[src/rtl/uart_word_tx.sv]
// -----------------------------------------------------------------------------
// uart_word_tx
//
// Serialises one 16-bit result word as two back-to-back UART bytes on a single
// transmit line: low byte first, then high byte, each LSB first with one start
// bit (0) and one stop bit (1). The second start bit follows the first stop
// bit with no idle gap, so a word occupies exactly 20 bit times (22 with
// parity).
//
// Optional feature (compile-time macro UART_TX_PARITY_EN):
//   When defined, an even-parity bit (XOR of the 8 data bits) is inserted
//   between the data bits and the stop bit of each byte. When undefined, the
//   PARITY state and its logic do not exist and framing is plain 8N1.
//
// Parameters:
//   CLKS_PER_BIT - clk cycles per UART bit (>= 2), 434 = 50 MHz / 115200 baud
//   WORD_W       - word width; the framing below assumes 16 (two bytes)
//
// Ports:
//   clk        in   system clock, all state changes on the rising edge
//   rst        in   asynchronous active-low reset
//   data_in    in   word to transmit
//   data_valid in   data_in is valid this cycle
//   data_ready out  a word can be accepted this cycle (only in IDLE)
//   tx         out  UART serial line, idles high, always driven from a flop
//   busy       out  high from acceptance until the last stop bit ends
//   done       out  one-cycle pulse in the last cycle of byte 1's stop bit
// -----------------------------------------------------------------------------
module uart_word_tx #(
    parameter int CLKS_PER_BIT = 434,
    parameter int WORD_W       = 16
) (
    input  logic              clk,
    input  logic              rst,
    input  logic [WORD_W-1:0] data_in,
    input  logic              data_valid,
    output logic              data_ready,
    output logic              tx,
    output logic              busy,
    output logic              done
);

    // Baud counter is just wide enough to count 0 .. CLKS_PER_BIT-1.
    localparam int CNT_W = (CLKS_PER_BIT > 2) ? $clog2(CLKS_PER_BIT) : 1;

    localparam logic [CNT_W-1:0] BAUD_ZERO   = CNT_W'(32'd0);
    localparam logic [CNT_W-1:0] BAUD_ONE    = CNT_W'(32'd1);
    localparam logic [CNT_W-1:0] BAUD_LAST   = CNT_W'(CLKS_PER_BIT - 32'd1);
    // One cycle before the end of a bit: lets done be registered yet still
    // appear during the final cycle of the stop bit.
    localparam logic [CNT_W-1:0] BAUD_PENULT = CNT_W'(CLKS_PER_BIT - 32'd2);

    localparam logic [2:0] BIT_FIRST = 3'd0;
    localparam logic [2:0] BIT_LAST  = 3'd7;
    localparam logic [2:0] BIT_STEP  = 3'd1;

`ifdef UART_TX_PARITY_EN
    typedef enum logic [2:0] {
        IDLE   = 3'd0,
        START  = 3'd1,
        DATA   = 3'd2,
        PARITY = 3'd3,
        STOP   = 3'd4
    } state_t;

    // Even parity over one data byte: the bit that makes the total count of
    // ones (data + parity) even.
    function automatic logic even_parity(input logic [7:0] byte_val);
        return ^byte_val;
    endfunction
`else
    typedef enum logic [2:0] {
        IDLE   = 3'd0,
        START  = 3'd1,
        DATA   = 3'd2,
        STOP   = 3'd4
    } state_t;
`endif

    state_t            state_r;
    logic [WORD_W-1:0] data_r;      // word latched at acceptance
    logic              byte_sel_r;  // 0: sending data_r[7:0], 1: data_r[15:8]
    logic [2:0]        bit_idx_r;   // data bit currently on the line
    logic [CNT_W-1:0]  baud_cnt_r;  // cycles elapsed within the current bit

    logic [7:0]        cur_byte_s;
    logic [2:0]        next_idx_s;
    logic              bit_end_s;
    logic              accept_s;
    logic              done_set_s;

    // Byte currently being serialised.
    always_comb begin
        if (byte_sel_r) begin
            cur_byte_s = data_r[15:8];
        end else begin
            cur_byte_s = data_r[7:0];
        end
    end

    // Bit-timing and handshake decodes. data_ready is only ever high in IDLE,
    // so accept_s cannot fire in any other state.
    always_comb begin
        next_idx_s = bit_idx_r + BIT_STEP;
        bit_end_s  = (baud_cnt_r == BAUD_LAST);
        accept_s   = data_valid & data_ready;
        if ((state_r == STOP) && byte_sel_r && (baud_cnt_r == BAUD_PENULT)) begin
            done_set_s = 1'b1;
        end else begin
            done_set_s = 1'b0;
        end
    end

    // Transmit FSM with registered line, handshake and status outputs.
    // Every bit transition loads the value of the next bit into tx on the same
    // edge that restarts the baud counter, so each bit lasts CLKS_PER_BIT.
    always_ff @(posedge clk or negedge rst) begin
        if (!rst) begin
            state_r    <= IDLE;
            data_r     <= {WORD_W{1'b0}};
            byte_sel_r <= 1'b0;
            bit_idx_r  <= BIT_FIRST;
            baud_cnt_r <= BAUD_ZERO;
            tx         <= 1'b1;
            data_ready <= 1'b0;
            busy       <= 1'b0;
            done       <= 1'b0;
        end else begin
            done <= done_set_s;

            case (state_r)
                IDLE: begin
                    baud_cnt_r <= BAUD_ZERO;
                    bit_idx_r  <= BIT_FIRST;
                    byte_sel_r <= 1'b0;
                    if (accept_s) begin
                        data_r     <= data_in;
                        state_r    <= START;
                        tx         <= 1'b0;
                        busy       <= 1'b1;
                        data_ready <= 1'b0;
                    end else begin
                        tx         <= 1'b1;
                        busy       <= 1'b0;
                        data_ready <= 1'b1;
                    end
                end

                START: begin
                    if (bit_end_s) begin
                        baud_cnt_r <= BAUD_ZERO;
                        bit_idx_r  <= BIT_FIRST;
                        tx         <= cur_byte_s[BIT_FIRST];
                        state_r    <= DATA;
                    end else begin
                        baud_cnt_r <= baud_cnt_r + BAUD_ONE;
                    end
                end

                DATA: begin
                    if (bit_end_s) begin
                        baud_cnt_r <= BAUD_ZERO;
                        if (bit_idx_r == BIT_LAST) begin
                            bit_idx_r <= BIT_FIRST;
`ifdef UART_TX_PARITY_EN
                            tx        <= even_parity(cur_byte_s);
                            state_r   <= PARITY;
`else
                            tx        <= 1'b1;
                            state_r   <= STOP;
`endif
                        end else begin
                            bit_idx_r <= next_idx_s;
                            tx        <= cur_byte_s[next_idx_s];
                        end
                    end else begin
                        baud_cnt_r <= baud_cnt_r + BAUD_ONE;
                    end
                end

`ifdef UART_TX_PARITY_EN
                PARITY: begin
                    if (bit_end_s) begin
                        baud_cnt_r <= BAUD_ZERO;
                        tx         <= 1'b1;
                        state_r    <= STOP;
                    end else begin
                        baud_cnt_r <= baud_cnt_r + BAUD_ONE;
                    end
                end
`endif

                STOP: begin
                    if (bit_end_s) begin
                        baud_cnt_r <= BAUD_ZERO;
                        if (!byte_sel_r) begin
                            // High byte starts straight after the low byte's
                            // stop bit, no idle cycle in between.
                            byte_sel_r <= 1'b1;
                            tx         <= 1'b0;
                            state_r    <= START;
                        end else begin
                            byte_sel_r <= 1'b0;
                            tx         <= 1'b1;
                            busy       <= 1'b0;
                            data_ready <= 1'b1;
                            state_r    <= IDLE;
                        end
                    end else begin
                        baud_cnt_r <= baud_cnt_r + BAUD_ONE;
                    end
                end

                default: begin
                    state_r    <= IDLE;
                    byte_sel_r <= 1'b0;
                    bit_idx_r  <= BIT_FIRST;
                    baud_cnt_r <= BAUD_ZERO;
                    tx         <= 1'b1;
                    busy       <= 1'b0;
                    data_ready <= 1'b0;
                end
            endcase
        end
    end

endmodule

[config.mk]
export PLATFORM = sky130hd
export DESIGN_NAME = uart_word_tx
export DESIGN_NICKNAME = d
export VERILOG_FILES = /design/src/rtl/uart_word_tx.sv
export SDC_FILE = /design/constraint.sdc
export NUM_CORES = 1
export LEC_CHECK = 0
export BUFFER_PORTS_ARGS = -buffer_cell sky130_fd_sc_hd__buf_2
export CORE_MARGIN = 8
export CORE_UTILIZATION = 57
export CTS_CLUSTER_DIAMETER = 150
export DETAILED_ROUTE_END_ITERATION = 7
export GPL_ROUTABILITY_DRIVEN = 0
export PLACE_DENSITY = 0.87
export RECOVER_POWER = 100
export SYNTH_ARGS = -nofsm -noshare
export SYNTH_HDL_FRONTEND = slang
export SYNTH_SLANG_ARGS = --single-unit
[constraint.sdc]
create_clock -name clk -period 1.8 [get_ports clk]
set_input_delay 0.18 -clock clk [delete_from_list [all_inputs] [get_ports clk]]
set_output_delay 0.18 -clock clk [all_outputs]
set_load 0.02 [all_outputs]
==> results of run 1 <==
-- stage by stage --
stage	setup slack (ps)	power, W	area, sq um	hold WS (ps)	utilization [%]
after floorplan	134	0.000828	1890	-116	-
after global placement	190	0.000863	2070	309	63.5
after detailed placement	134	0.000863	2070	305	63.5
after CTS	111	0.00132	2140	26.9	65.7
after global routing	15.0	0.00137	2120	17.1	65.1
final	116	0.00130	2120	43.0	65.1
-- state kept, by name, summed over array words and instances (netlist names) --
name and count:
data_r 16, baud_cnt_r 9, bit_idx_r 3, state_r 3, busy 1, byte_sel_r 1, data_ready 1, done 1
tx 1
-- final timing paths --
path | slack [ps] | end
worst max-delay path | 120 | tx
worst min-delay path | 40 | data_r[9]
worst max register to register | 120 | tx
worst min register to register | 500 | data_r[13]
max in group asynchronous | 790 | baud_cnt_r[4]
min in group asynchronous | 470 | data_r[1]
-- cell type report --
cell class,count,area (sq um)
Sequential cell,36,902
Clock buffer,6,51.3
Inverter,8,30.0
Fill cell,275,1140
Timing Repair Buffer,31,173
Multi-Input combinational cell,120,897
Clock inverter,2,10.0
Tap cell,46,57.6
-- cell families after synthesis --
logic type	synth area share, %
XOR/XNOR	3.72
flip-flops	47.8
AND/OR/NAND/NOR	15.9
multiplexers	14.9
AO/OA/AOI/OAI	9.75
adder cells (fa/ha/maj)	3.32
buffers and inverters	4.58
-- routing by layer --
metal,GRT usage (%),share of wire (%)
met5,0,0
met4,7.10,1.7
met3,5.18,5.8
met2,24.8,46
met1,19.1,46
-- power groups by stage --
stage	combinational (W)	sequential (W)	clock [W]
2_1_floorplan	0.00000383	0.000824	0
5_1_grt	0.0000462	0.000809	0.000512
4_1_cts	0.0000410	0.000808	0.000471
3_5_place_dp	0.0000393	0.000824	0
3_3_place_gp	0.0000388	0.000824	0
6_report	0.0000395	0.000808	0.000454
-- cells in the final DEF, fill, tap and decap left out, types with 2 or more instances in the layout --
master / count
o31ai_1: 2
nor2_1: 18
clkbuf_4: 6
a21oi_1: 8
mux2i_1: 3
clkbuf_2: 2
o22ai_1: 2
o22a_1: 2
mux2_2: 7
clkbuf_1: 4
and3_1: 2
o221ai_1: 4
clkinv_2: 2
ha_1: 5
nand4_1: 2
mux4_2: 2
xor2_1: 2
nand2_1: 11
xnor2_1: 6
inv_1: 8
nor3_1: 4
a31oi_1: 2
nand2b_1: 6
buf_4: 6
dfrtp_1: 35
buf_2: 17
o21ai_0: 5
nand3_1: 8
mux2_1: 9
==> flow_summary.yaml, run 1 <==
route:
  drt_pass1_iterations: 4
  detail_route.drc_violations: 0
  dr_total_vias: 1387
  first_iter_violations: 86
  drtAntennaViolNets: 0
  route.detailed.wl_per_inst_um: 14.8
  drt-total-wl_um: 3700
  routed_via_density: 5.57
pwr:
  power_density_mw_per_mm2: 614
  power_switching_share_pct: 22.4
  p_leak_nw: 1.01
  clock_power_share_pct: 34.9
  power.internal_w: 0.00101
  combinationalPowerShare_pct: 3.0
  sequentialPowerShare_pct: 62.1
  power.ir.vdd_worst_mv: 0.582
  switchingPower_w: 0.000291
finish:
  insertedDiodeCount: 0
  areaGrowthSynthToFinish_pct: 12.5
  design.final.nets: 226
  final_cell_count_no_fill: 249
  post_route_cells_drive_above_1_share_pct: 24.1
critical_path:
  worstPathCellList: "mux4_2 -> and3_1 -> a31oi_1 -> a21oi_1 -> o22a_1"
  critical_path.endpoint_type: "flop"
  cpPeakStageDelay_ps: 530
  crit_type: "flop to flop"
  worstPathRequired_ps: 2080
  r2r-start: "byte_sel_r"
  arrival_time_reported_for_the_critical_path_endpoint_ps: 1970
  r2r_cells: 5
  path_max_fanout: 7
  worstSetupStartpoint: "byte_sel_r"
  worst_path_cell_with_the_longest_stage_delay: "mux4_2"
  timing.critical_path.buf_inv: 0
  critical_path_depth: 5
  critPathTopFamily: "multiplexers"
  worstSetupStartpointType: "flop"
timing:
  totalNegativeSetupSlack_ps: 0
  final.min_clock_period_ps: 1680
  final_critical_path_share_of_the_clock_period_pct: 93.5
  finalMaxSlewViolations: 0
  fmaxAchievable_mhz: 594
  fin_skew_ps: 4.42
  timing_worst_slew_pin_value_ps: 866
  relSlewSlack_pct: 42.3
  grt_setup_unrepaired: "no"
  hold_violations: 0
  setup_viol: 0
outcome:
  run_status: "completed"
yosys:
  synthDominantCellAreaShare_pct: 46.4
  synth_edf_count: 0
  synth_sequential_area_ratio_pct: 47.8
  syn-mean-instance-area_sq_um: 10.8
  synthTopCellsByCount: "35 x dfrtp_1, 18 x nor2_1, 11 x nand2_1, 9 x mux2_1"
  synth_area_leaders: "dfrtp_1 46%, mux2_1 5.4%, mux2_2 4.2%"
  synthesis.area_sq_mm: 0.00189
  synth.net_count: 198
  dominantRegCellSynth: "dfrtp_1"
  postSynth.asyncResetShare_pct: 100
  number_of_register_bits_inferred_by_synthesis: 36
  netlist_instances: 174
  synth.distinct_cells: 38
  synth_top_cell_by_area: "dfrtp_1"
  most_frequent_cell_after_synthesis: "dfrtp_1"
  yosys_warnings: 0
global_route:
  grt_first_pass_wirelength_um: 6500
  grt_pass1_vias: 1429
  maximum_number_of_pins_on_one_net_before_global_route_repair: 37
  initial_antenna_violation_count: 0
  groute.usage.overall_pct: 15.8
  globalRouteOverflowTotal: 0
floorplan:
  design.portCount: 23
  initial_utilization_pct: 57.9
  die-area_sq_mm: 0.00540
  die-width_um: 73.5
  placementRows: 21
  die_h_um: 73.5
  core_area_sq_mm: 0.00326
clock_network:
  cts_made_buffers: 5
  clkSlewWorstSetupHoldPaths_ps: 110
  clock_tree.buffer_depth: 2
  cts-resized-gates: 0
  cts_root_buffer: "clkbuf_4"
  post-cts-setup-buffers: 0
  cts.hold.buffers_added: 1
  ctsHtreeMaxLevel: 2
  insertion_delay_ps: 340
  clock-sinks: 36
  tritoncts: "yes"
placed_design:
  portBuffers: 22
  post-place-cells: 240
  dpl.hpwl_um: 2680
flow_run:
  drv_cap: 0
min_path:
  holdCritPathClass: "input pin to flop"
  hold_start: "data_in[9]"
  timing.hold.worst_path_depth: 2
No activity file was read; power rests on OpenSTA's default activity.
==> run 2: changes to the inputs <==
CTS_CLUSTER_DIAMETER = default   (was 150)
clock period = 1.7 ns   (was 1.8 ns; I/O delays follow)
==> flow_summary.yaml, run 2 (synthesis gave the netlist of run 1 again) <==
floorplan:
  die-area_sq_mm: 0.00540
  design.portCount: 23
  core_area_sq_mm: 0.00326
  initial_utilization_pct: 57.9
  die_h_um: 73.5
  placementRows: 21
  die-width_um: 73.5
timing:
  totalNegativeSetupSlack_ps: 0
  hold_violations: 0
  setup_viol: 0
  final.min_clock_period_ps: 1590
  timing_worst_slew_pin_value_ps: 859
  grt_setup_unrepaired: "no"
  fin_skew_ps: 15.0
  relSlewSlack_pct: 42.7
  fmaxAchievable_mhz: 628
  finalMaxSlewViolations: 0
  final_critical_path_share_of_the_clock_period_pct: 93.7
route:
  wl_met1_um: 1600
  met3_wirelength_um: 225
  drt-total-wl_um: 3730
  route.detailed.wl_per_inst_um: 14.8
  dr_total_vias: 1429
  wl_met2_um: 1820
  detail_route.drc_violations: 0
  routed_via_density: 5.65
  drtAntennaViolNets: 0
  drt_pass1_iterations: 4
  first_iter_violations: 79
  topRoutingLayerUsed: "met4"
clock_network:
  clock-sinks: 36
  cts_made_buffers: 5
  clock_tree.buffer_depth: 2
  post-cts-setup-buffers: 0
  cts_root_buffer: "clkbuf_4"
  ctsHtreeMaxLevel: 2
  clkSlewWorstSetupHoldPaths_ps: 110
  tritoncts: "yes"
  insertion_delay_ps: 340
pwr:
  power_density_mw_per_mm2: 713
  clock_power_share_pct: 42.7
  p_leak_nw: 1.04
  power_switching_share_pct: 19.3
  power.ir.vdd_worst_mv: 0.611
  sequentialPowerShare_pct: 54.7
  switchingPower_w: 0.000302
  power.internal_w: 0.00126
  combinationalPowerShare_pct: 2.7
finish:
  design.final.nets: 230
  insertedDiodeCount: 0
  flip_flop_count_of_the_largest_register_all_copies_and_words_added: 16
  post_route_cells_drive_above_1_share_pct: 27.5
  most_common_cell_after_layout_fill_and_taps_aside: "dfrtp_1"
  areaGrowthSynthToFinish_pct: 16.5
  largest_register: "data_r"
  mostFrequentLayoutCells: "33 x dfrtp_1, 18 x nor2_1, 17 x buf_2"
  largestRegisters: "data_r: 16 flops, baud_cnt_r: 9 flops"
  final_util_pct: 67.4
min_path:
  timing.hold.worst_path_depth: 2
  holdCritPathClass: "input pin to flop"
placed_design:
  portBuffers: 22
  dpl.hpwl_um: 2750
critical_path:
  worstPathCellList: "nand2b_1 -> a21oi_1 -> o21ai_1 -> clkbuf_2 -> nor2_1"
  worstPathRequired_ps: 1920
  r2r_cells: 5
  path_max_fanout: 10
  cpPeakStageDelay_ps: 570
  worstSetupStartpointType: "flop"
  arrival_time_reported_for_the_critical_path_endpoint_ps: 1820
  crit_type: "flop to flop"
  critical_path.endpoint_type: "flop"
  worst_path_cell_with_the_longest_stage_delay: "dfrtp_1"
global_route:
  maximum_number_of_pins_on_one_net_before_global_route_repair: 37
  initial_antenna_violation_count: 0
  globalRouteOverflowTotal: 0
  grt_first_pass_wirelength_um: 6550
  grt_pass1_vias: 1449
  groute.usage.overall_pct: 15.9
outcome:
  run_status: "completed"
flow_run:
  drv_cap: 0
## run 2: cell count changes in the layout (fill, tap and decap cells not counted), moves of 2 or more
| cell | before | now |
|---|---|---|
| buf_4 | 6 | 8 |
| clkbuf_2 | 2 | 4 |
| clkinv_2 | 2 | 0 |
| dfrtp_1 | 35 | 33 |
| dfrtp_2 | 0 | 2 |
## run 2: path summary, 6_finish.rpt
path / startpoint / to / slack [ps]
max in group asynchronous: rst / byte_sel_r / 640
setup / recovery: state_r[2] / baud_cnt_r[8] / 110
min in group asynchronous: rst / data_r[9] / 450
hold reg to reg: data_r[9] / data_r[9] / 500
setup reg to reg: state_r[2] / baud_cnt_r[8] / 110
hold / removal: data_in[8] / data_r[8] / 40
## run 2: final cells by class
cell class                      count  area, sq um
Clock buffer                        7         65.1
Clock inverter                      1         30.0
Fill cell                         271         1060
Inverter                            8         30.0
Multi-Input combinational cell    120          898
Sequential cell                    36          905
Tap cell                           46         57.6
Timing Repair Buffer               35          210
## run 2: critical path, delay by kind of cell (launching register included)
family | cells | cell delay, ps
AND/OR/NAND/NOR | 2 | 260
buffers and inverters | 1 | 270
AO/OA/AOI/OAI | 2 | 370
flip-flops | 1 | 570
## run 2: what timing repair did
| action | 4_1_cts | 5_1_grt |
|---|---|---|
| pin swaps | 1 | 0 |
| hold buffers | 1 | 0 |
| endpoints found under the hold margin | 35 | 0 |
| gates resized for setup | 1 | 3 |
| setup endpoints to repair | 1 | 15 |
## run 2: layer usage
layer / vias to the layer above / track usage, %
met5: - / 0
met4: 0 / 9.09
met3: 7 / 4.09
met2: 42 / 25.4
met1: 700 / 18.8
li1: 680 / -
## run 2: through the flow
step	setup slack, ps	hold slack [ps]	cell area (sq um)	instances	total power [W]
6_report	107	36.2	2200	253	0.00157
5_1_grt	1.43	32.1	2200	253	0.00162
4_1_cts	26.1	14.1	2210	253	0.00159
3_5_place_dp	30.3	292	2100	244	0.000915
3_3_place_gp	95.4	290	2100	244	0.000913
2_1_floorplan	33.6	-126	1890	174	0.000877
## run 2: power by group through the flow
stage,registers (W),logic [W],clock network (W)
3_5_place_dp,0.000873,0.0000423,0
4_1_cts,0.000856,0.0000441,0.000689
5_1_grt,0.000856,0.0000480,0.000718
2_1_floorplan,0.000873,0.00000406,0
6_report,0.000856,0.0000417,0.000668
3_3_place_gp,0.000873,0.0000407,0
